File: src/rtl/fifo_ram_pkg.sv
// fifo_ram_pkg: shared state encoding, read-during-write constants and lane helper for the banked FIFO RAM
package fifo_ram_pkg;
  typedef enum logic {ST_INIT, ST_READY} ram_state_e;
  localparam int RDW_OLD = 0;
  localparam int RDW_NEW = 1;
  function automatic int lane_count(input int dw, input int lw);
    return dw / lw;
  endfunction
endpackage

File: src/rtl/fifo_ram_init_seq.sv
// fifo_ram_init_seq: post-reset sequencer that sweeps zeros through the array before user access
module fifo_ram_init_seq import fifo_ram_pkg::*; #(
  parameter int ADDR_WIDTH = 4,
  parameter int DEPTH      = 16
) (
  input  logic                  g_clk,
  input  logic                  w_rst,
  output logic                  clr_en,
  output logic [ADDR_WIDTH-1:0] clr_addr,
  output logic                  init_done
);
  ram_state_e state_q, state_d;
  logic [ADDR_WIDTH-1:0] cnt_q, cnt_d;
  logic done_q, done_d;
  logic last;
  always_comb begin
    last    = state_q == ST_INIT && cnt_q == ADDR_WIDTH'(DEPTH - 1);
    state_d = last ? ST_READY : state_q;
    cnt_d   = (state_q == ST_INIT && !last) ? cnt_q + 1'b1 : cnt_q;
    done_d  = done_q | last;
  end
  always_ff @(posedge g_clk or negedge w_rst)
    if (!w_rst) begin
      state_q <= ST_INIT;
      cnt_q   <= '0;
      done_q  <= 1'b0;
    end else begin
      state_q <= state_d;
      cnt_q   <= cnt_d;
      done_q  <= done_d;
    end
  assign clr_en    = state_q == ST_INIT;
  assign clr_addr  = cnt_q;
  assign init_done = done_q;
endmodule

File: src/rtl/fifo_ram_banked.sv
// fifo_ram_banked: lane-masked single-clock FIFO storage RAM with 1/2-cycle read pipeline
// and configurable read-during-write; cleared by a sequencer so it maps onto RAM macros.
module fifo_ram_banked import fifo_ram_pkg::*; #(
  parameter int DATA_WIDTH = 8,
  parameter int LANE_WIDTH = 8,
  parameter int ADDR_WIDTH = 4,
  parameter int DEPTH      = 16,
  parameter int RD_LATENCY = 1,
  parameter int RDW_MODE   = 0
) (
  input  logic                                            g_clk,
  input  logic                                            w_rst,
  input  logic                                            wclken,
  input  logic [lane_count(DATA_WIDTH, LANE_WIDTH)-1:0]   wmask,
  input  logic [ADDR_WIDTH-1:0]                           waddr,
  input  logic [DATA_WIDTH-1:0]                           wdata,
  input  logic                                            rden,
  input  logic [ADDR_WIDTH-1:0]                           raddr,
  output logic [DATA_WIDTH-1:0]                           rdata,
  output logic                                            rvalid,
  output logic                                            init_done
);
  localparam int LANES = lane_count(DATA_WIDTH, LANE_WIDTH);
  if (DATA_WIDTH % LANE_WIDTH != 0) begin : g_bad_lane
    $error("DATA_WIDTH must be a multiple of LANE_WIDTH");
  end
  if (RD_LATENCY != 1 && RD_LATENCY != 2) begin : g_bad_lat
    $error("RD_LATENCY must be 1 or 2");
  end
  if (DEPTH < 1 || DEPTH > (1 << ADDR_WIDTH)) begin : g_bad_depth
    $error("DEPTH must be within 1..2**ADDR_WIDTH");
  end
  logic [DATA_WIDTH-1:0] mem [DEPTH];
  logic clr_en;
  logic [ADDR_WIDTH-1:0] clr_addr;
  fifo_ram_init_seq #(.ADDR_WIDTH(ADDR_WIDTH), .DEPTH(DEPTH)) u_init (
    .g_clk(g_clk), .w_rst(w_rst), .clr_en(clr_en), .clr_addr(clr_addr), .init_done(init_done)
  );
  logic user_wr, we, rd_fire, rd_hit;
  logic [ADDR_WIDTH-1:0] wa;
  logic [LANES-1:0] wm;
  logic [DATA_WIDTH-1:0] wd, rd_old, rd_new, rword;
  logic p_valid_q, p_valid_d, rvalid_q, rvalid_d;
  logic [DATA_WIDTH-1:0] p_data_q, p_data_d, rdata_q, rdata_d;
  always_comb begin
    user_wr = init_done && wclken && int'(waddr) < DEPTH;
    we      = clr_en | user_wr;
    wa      = clr_en ? clr_addr : waddr;
    wm      = clr_en ? '1 : wmask;
    wd      = clr_en ? '0 : wdata;
    rd_fire = init_done && rden;
    rd_hit  = int'(raddr) < DEPTH;
    rd_old  = rd_hit ? mem[raddr] : '0;
    rd_new  = rd_old;
    // new-data bypass: overlay the lanes being written this edge onto the stored word
    for (int i = 0; i < LANES; i++)
      if (user_wr && waddr == raddr && wmask[i])
        rd_new[i*LANE_WIDTH +: LANE_WIDTH] = wdata[i*LANE_WIDTH +: LANE_WIDTH];
    rword     = RDW_MODE == RDW_NEW ? rd_new : rd_old;
    p_valid_d = rd_fire;
    p_data_d  = rd_fire ? rword : p_data_q;
    rvalid_d  = RD_LATENCY == 2 ? p_valid_q : rd_fire;
    rdata_d   = RD_LATENCY == 2 ? (p_valid_q ? p_data_q : rdata_q) : (rd_fire ? rword : rdata_q);
  end
  always_ff @(posedge g_clk)
    if (we)
      for (int i = 0; i < LANES; i++)
        if (wm[i]) mem[wa][i*LANE_WIDTH +: LANE_WIDTH] <= wd[i*LANE_WIDTH +: LANE_WIDTH];
  always_ff @(posedge g_clk or negedge w_rst)
    if (!w_rst) begin
      p_valid_q <= 1'b0;
      p_data_q  <= '0;
      rvalid_q  <= 1'b0;
      rdata_q   <= '0;
    end else begin
      p_valid_q <= p_valid_d;
      p_data_q  <= p_data_d;
      rvalid_q  <= rvalid_d;
      rdata_q   <= rdata_d;
    end
  assign rdata  = rdata_q;
  assign rvalid = rvalid_q;
endmodule

File: config.mk
export PLATFORM = sky130hd
export DESIGN_NAME = fifo_ram_banked
export DESIGN_NICKNAME = d
export VERILOG_FILES = /design/src/rtl/fifo_ram_pkg.sv /design/src/rtl/fifo_ram_init_seq.sv /design/src/rtl/fifo_ram_banked.sv
export SDC_FILE = /design/constraint.sdc
export NUM_CORES = 1
export LEC_CHECK = 0
export CORE_ASPECT_RATIO = 0.6
export CORE_MARGIN = 4
export CORE_UTILIZATION = 60
export CTS_BUF_LIST = sky130_fd_sc_hd__clkbuf_16
export CTS_CLUSTER_SIZE = 10
export DETAILED_ROUTE_END_ITERATION = 10
export PLACE_DENSITY = 0.81
export SYNTH_ARGS = -nofsm -noshare
export SYNTH_HDL_FRONTEND = slang
export SYNTH_SLANG_ARGS = --single-unit
File: constraint.sdc
create_clock -name g_clk -period 2.8 [get_ports g_clk]
set_input_delay 0.56 -clock g_clk [delete_from_list [all_inputs] [get_ports g_clk]]
set_output_delay 0.56 -clock g_clk [all_outputs]
set_load 0.005 [all_outputs]
======== After elaboration in Yosys (flattened, before gate mapping) ========
Memory sizes are Yosys's and may differ from the RTL's. A register that Yosys moved wholly into a read port is not among the register bits.
Cells that the tools add are included.
storage, ports and cells
  memories ................................ 1
  flip-flop bits (word level) ............. 7
  RAM bits ................................ 128
  input bits .............................. 21
  output and inout bits ................... 10
memory list
  memory  depth  width  rd ports  clocked after Yosys merged registers in  write ports  line                   source
  mem     16     8      1         1                                        1            fifo_ram_banked.sv:33  logic [DATA_WIDTH-1:0] mem [DEPTH];
cells by class
  add/subtract/negate cells ............... 1
  multiplexer cells ....................... 6
  bitwise operators ....................... 3
  equality and inequality tests ........... 1
  reduce and logical (&&, ||, !) cells .... 6
operators with widths
  kind                                                           number
  8-bit two-way mux                                              1
  4-bit by 1-bit adder with 4-bit output, second input constant  1
  4-bit equality test, second input constant                     1
  1-bit logical AND                                              4
  1-bit two-way mux                                              4
  4-bit two-way mux                                              1
  1-bit zero test                                                2
  1-bit bitwise OR                                               2
  1-bit NOT                                                      1

======== Longest topological paths before layout ========
  depth in word-level cells ............... 4
  gate-level depth with buffers ........... 6

======== By module ========
Synthesis repeated with hierarchy kept, for this count alone.
second synthesis, totals
  cell total of the unflattened synthesis .. 364
  area total of the unflattened synthesis .. 5766.8 sq um
modules (own cells, without submodules)
  module             area an instance (sq um)  seq. area each (sq um)  times used  cells each
  fifo_ram_banked    5490.3                    4068.9                  1           345
  fifo_ram_init_seq  276.5                     150.1                   1           19

======== Worst setup path after synthesis ========
Ideal clock, no wire load.
  path kind ............................... register to register
  from .................................... reg u_init.state_q
  to ...................................... mem mem[1][0] (enable)
  library setup time ...................... 0.370 ns
  clock period less this slack ............ 1.736 ns
  stages on the path, launching flop included .. 4
  arrival ................................. 1.365 ns
  buffers on the path ..................... 1
  required time ........................... 2.430 ns
  slack ................................... 1.064 ns
  path through ............................ dfrtp_1 -> buf_2 -> o32a_1 -> nor2_1
between the ends
  longest elaborated chain between the ends .. 4
  elaborated cells on any way between the ends .. 7
  classes of those cells .................. 5 x mux; 2 x bitwise
ends and longest elaborated chain
  element                                                line                                            source
  from (decl)                                            fifo_ram_init_seq.sv:12                         ram_state_e state_q, state_d;
  from (signal assigned)                                 fifo_ram_init_seq.sv:28                         state_q <= state_d;
  1-bit two-way mux or 1-bit NOT (tied branches)         fifo_ram_banked.sv:49, fifo_ram_init_seq.sv:32
  1-bit two-way mux or 1-bit bitwise OR (tied branches)  fifo_ram_banked.sv:68, fifo_ram_banked.sv:47
  1-bit two-way mux                                      fifo_ram_banked.sv:66                           if (we)
  1-bit two-way mux (not written as such)                fifo_ram_banked.sv:68                           if (wm[i]) mem[wa][i*LANE_WIDTH +: LANE_WIDTH] <= wd[i*LANE_WIDTH +: LANE_WIDTH];
  to (decl)                                              fifo_ram_banked.sv:33
Parallel ways exist; a longest one is shown, timed or not.

======== Worst setup path in the final report ========
  from .................................... reg u_init.state_q
  to ...................................... mem mem[3][3] (enable)
Same word-level chain as after synthesis.

==> results.json <==
{
  "ant_nets": 0,
  "synthArstFlopShare": 0.105,
  "endpoint_kind": "flip-flop",
  "stdcell_area_um2": 6850,
  "min_path_type": "flip-flop to flip-flop",
  "rsz0062_at_grt": "no",
  "die_area_um2": 11300,
  "wl_per_cell_um": 22.9,
  "holdPathEnd": "rdata[4]",
  "dpl.hpwl_um": 8470,
  "fin_setup_tns_ns": 0,
  "clk_latency_ns": 0.41,
  "routed_wl_um": 13000,
  "multi_input_area_um2": 1400,
  "cts_buffers": 17,
  "finalHoldViolCount": 0,
  "setup_ws_ns": 0.643,
  "worstHoldStart": "rdata[4]",
  "critPathMaxFanout": 24,
  "power_density_nw_per_um2": 706,
  "period_needed_ns": 2.16,
  "post_cts_resize_count": 0,
  "post-route-period-util": 0.771,
  "netlist_instances": 369,
  "ys_types": 28,
  "first_pass_iters": 5,
  "grt_pass1_vias": 3265,
  "min_path_cells": 2,
  "worstReg2RegStart": "u_init.state_q",
  "syn-cell-area_um2": 5750,
  "drt_iter0_drc": 414,
  "antenna_found_initial": 0,
  "timing.rr.end": "mem[3][3]",
  "synth-seq-cells": 143,
  "antenna_cells": 0,
  "cap_violations": 0,
  "setup_viol": 0,
  "cp.required_ns": 2.85,
  "tritoncts": "done",
  "grtUsageTotal": 0.246,
  "port_buffers": 30,
  "tightest_slew_ns": 0.805,
  "synth_warnings": 0,
  "die_y_um": 83.9,
  "cp-start-kind": "flip-flop",
  "utilization": 0.740,
  "synth_edf_count": 128,
  "nFillCells": 575,
  "clockRootBuffer": "clkbuf_16",
  "syn_nets": 391,
  "synth_flop_cell": "edfxtp_1",
  "coreArea_um2": 9260,
  "whs_ns": 0.505,
  "cts.sinks": 143,
  "routed_via_density": 5.99,
  "pin_count": 31,
  "status": "complete, no violations",
  "drive_gt1_frac": 0.126,
  "fin_skew_ns": 0.00572,
  "avgSynthCellArea_um2": 15.6,
  "dp_slack_ns": 0.385,
  "area_growth_pct": 19.0,
  "via_count": 3402,
  "arrival_ns": 2.20,
  "rrSetupSlack_ns": 0.64,
  "rows": 27,
  "post_cts_buffers": 0,
  "p_leak_nw": 2.51,
  "max_freq_mhz": 464,
  "relSlewSlack": 0.464,
  "r2r_cells": 4,
  "hold_buffers": 0,
  "seq_area_um2": 4220,
  "drc": 0,
  "slew_viol_final": 0,
  "seq_area_frac_synth": 0.733,
  "nets": 447,
  "crit_type": "flip-flop to flip-flop",
  "grt_max_degree": 35,
  "grt_pass1_wl_um": 19700,
  "routabilityCongestion": 0.900,
  "postPlaceCellArea_um2": 6270,
  "cts.path.max_buffers": 2,
  "start_util": 0.622,
  "ir_drop_mv": 0.586,
  "die_x_um": 134,
  "grt_overflow": 0,
  "clk_pin_slew_worst_paths_ns": 0.06,
  "h-tree-depth": 4
}
-- worst max-delay path, cell delays in order, from the launching register on --
cell	delay, ns
dfrtp_1	0.75
nand2b_1	0.12
o22ai_1	0.18
nand2_1	0.17
nor2_1	0.57
-- layout make-up --
type                            instances  area share
Sequential cell                       143       0.616
Multi-Input combinational cell        205       0.204
Timing Repair Buffer                   53      0.0687
Clock buffer                           17      0.0621
Tap cell                              130      0.0238
Clock inverter                         15      0.0223
Inverter                                5     0.00274
-- stage by stage --
step	power, mW	instances
6_report	4.83	568
5_1_grt	4.98	568
4_1_cts	4.85	568
3_5_place_dp	2.67	536
3_3_place_gp	2.67	536
2_1_floorplan	2.54	369
-- placed cells by master, fill, tap and decap left out, drive strengths merged, types with 2 or more instances in the layout --
master         Yosys  layout
mux2i             65      65
clkinvlp           0       2
dfrtp             15      15
and2               9       9
clkbuf             2      17
buf               14      24
bufinv             0       3
mux2               2       2
a22oi             18      18
nand4              7       7
clkdlybuf4s50      0      29
o22ai              2       2
nand2             36      36
edfxtp           128     128
clkinv             0       9
nand3             20      20
xnor2              2       2
inv                5       6
a31oi              2       2
nor2              22      22
nor2b              4       4
a21oi             10      10
-- synth_stat cells (2+ instances only) --
cell	instances	share of area
o22ai_1	2	0.0022
nand3_1	20	0.017
a21oi_1	10	0.0087
a31oi_1	2	0.0022
edfxtp_1	128	0.67
buf_4	2	0.0026
mux2_2	2	0.0039
inv_1	5	0.0033
nand2_1	36	0.023
and2_1	9	0.0098
xnor2_1	2	0.0030
nor2_1	21	0.014
buf_6	4	0.0078
mux2i_1	65	0.11
a22oi_1	18	0.023
nand4_1	7	0.0076
nor2b_1	4	0.0043
dfrtp_1	15	0.065
buf_2	7	0.0061
clkbuf_1	2	0.0013
-- how the worst max path moves through the flow --
stage,to,start
detailed placement,mem[1][2],wmask
global route,mem[1][1],u_init.state_q
finish,mem[3][3],u_init.state_q
CTS,mem[1][1],u_init.state_q
floorplan,mem[1][0],u_init.state_q
global placement,mem[3][5],wmask
-- per-layer routing --
| metal | up-vias | global-route usage | share of wire |
|---|---|---|---|
| met5 | - | 0 | 0 |
| met4 | 0 | 0.0730 | 0.012 |
| li1 | 1517 | - | - |
| met1 | 1671 | 0.370 | 0.45 |
| met2 | 199 | 0.338 | 0.43 |
| met3 | 15 | 0.0880 | 0.11 |
-- sequential cells by signal (all words and copies together), names as in the netlist --
signal            cells
rvalid                1
rdata                 8
mem                 128
u_init.clr_addr       4
u_init.state_q        1
u_init.init_done      1
-- report_power, final --
group / total, mW / internal (mW) / switching [mW]
registers: 2.36 / 2.35 / 0.0114
logic: 0.279 / 0.116 / 0.162
clock network: 2.20 / 1.38 / 0.820
total: 4.83 / 3.84 / 0.994
-- cell families (layout without fill, tap and decap cells) --
family                   Yosys count  after routing  synth area share
buffers and inverters             21             90            0.0237
AND/OR/NAND/NOR                  100            100            0.0794
AO/OA/AOI/OAI                     35             35            0.0413
adder cells (fa/ha/maj)            1              1           0.00217
flip-flops                       143            143             0.733
multiplexers                      67             67             0.117
XOR/XNOR                           2              2           0.00305
Power figures use the tool's default switching activity.
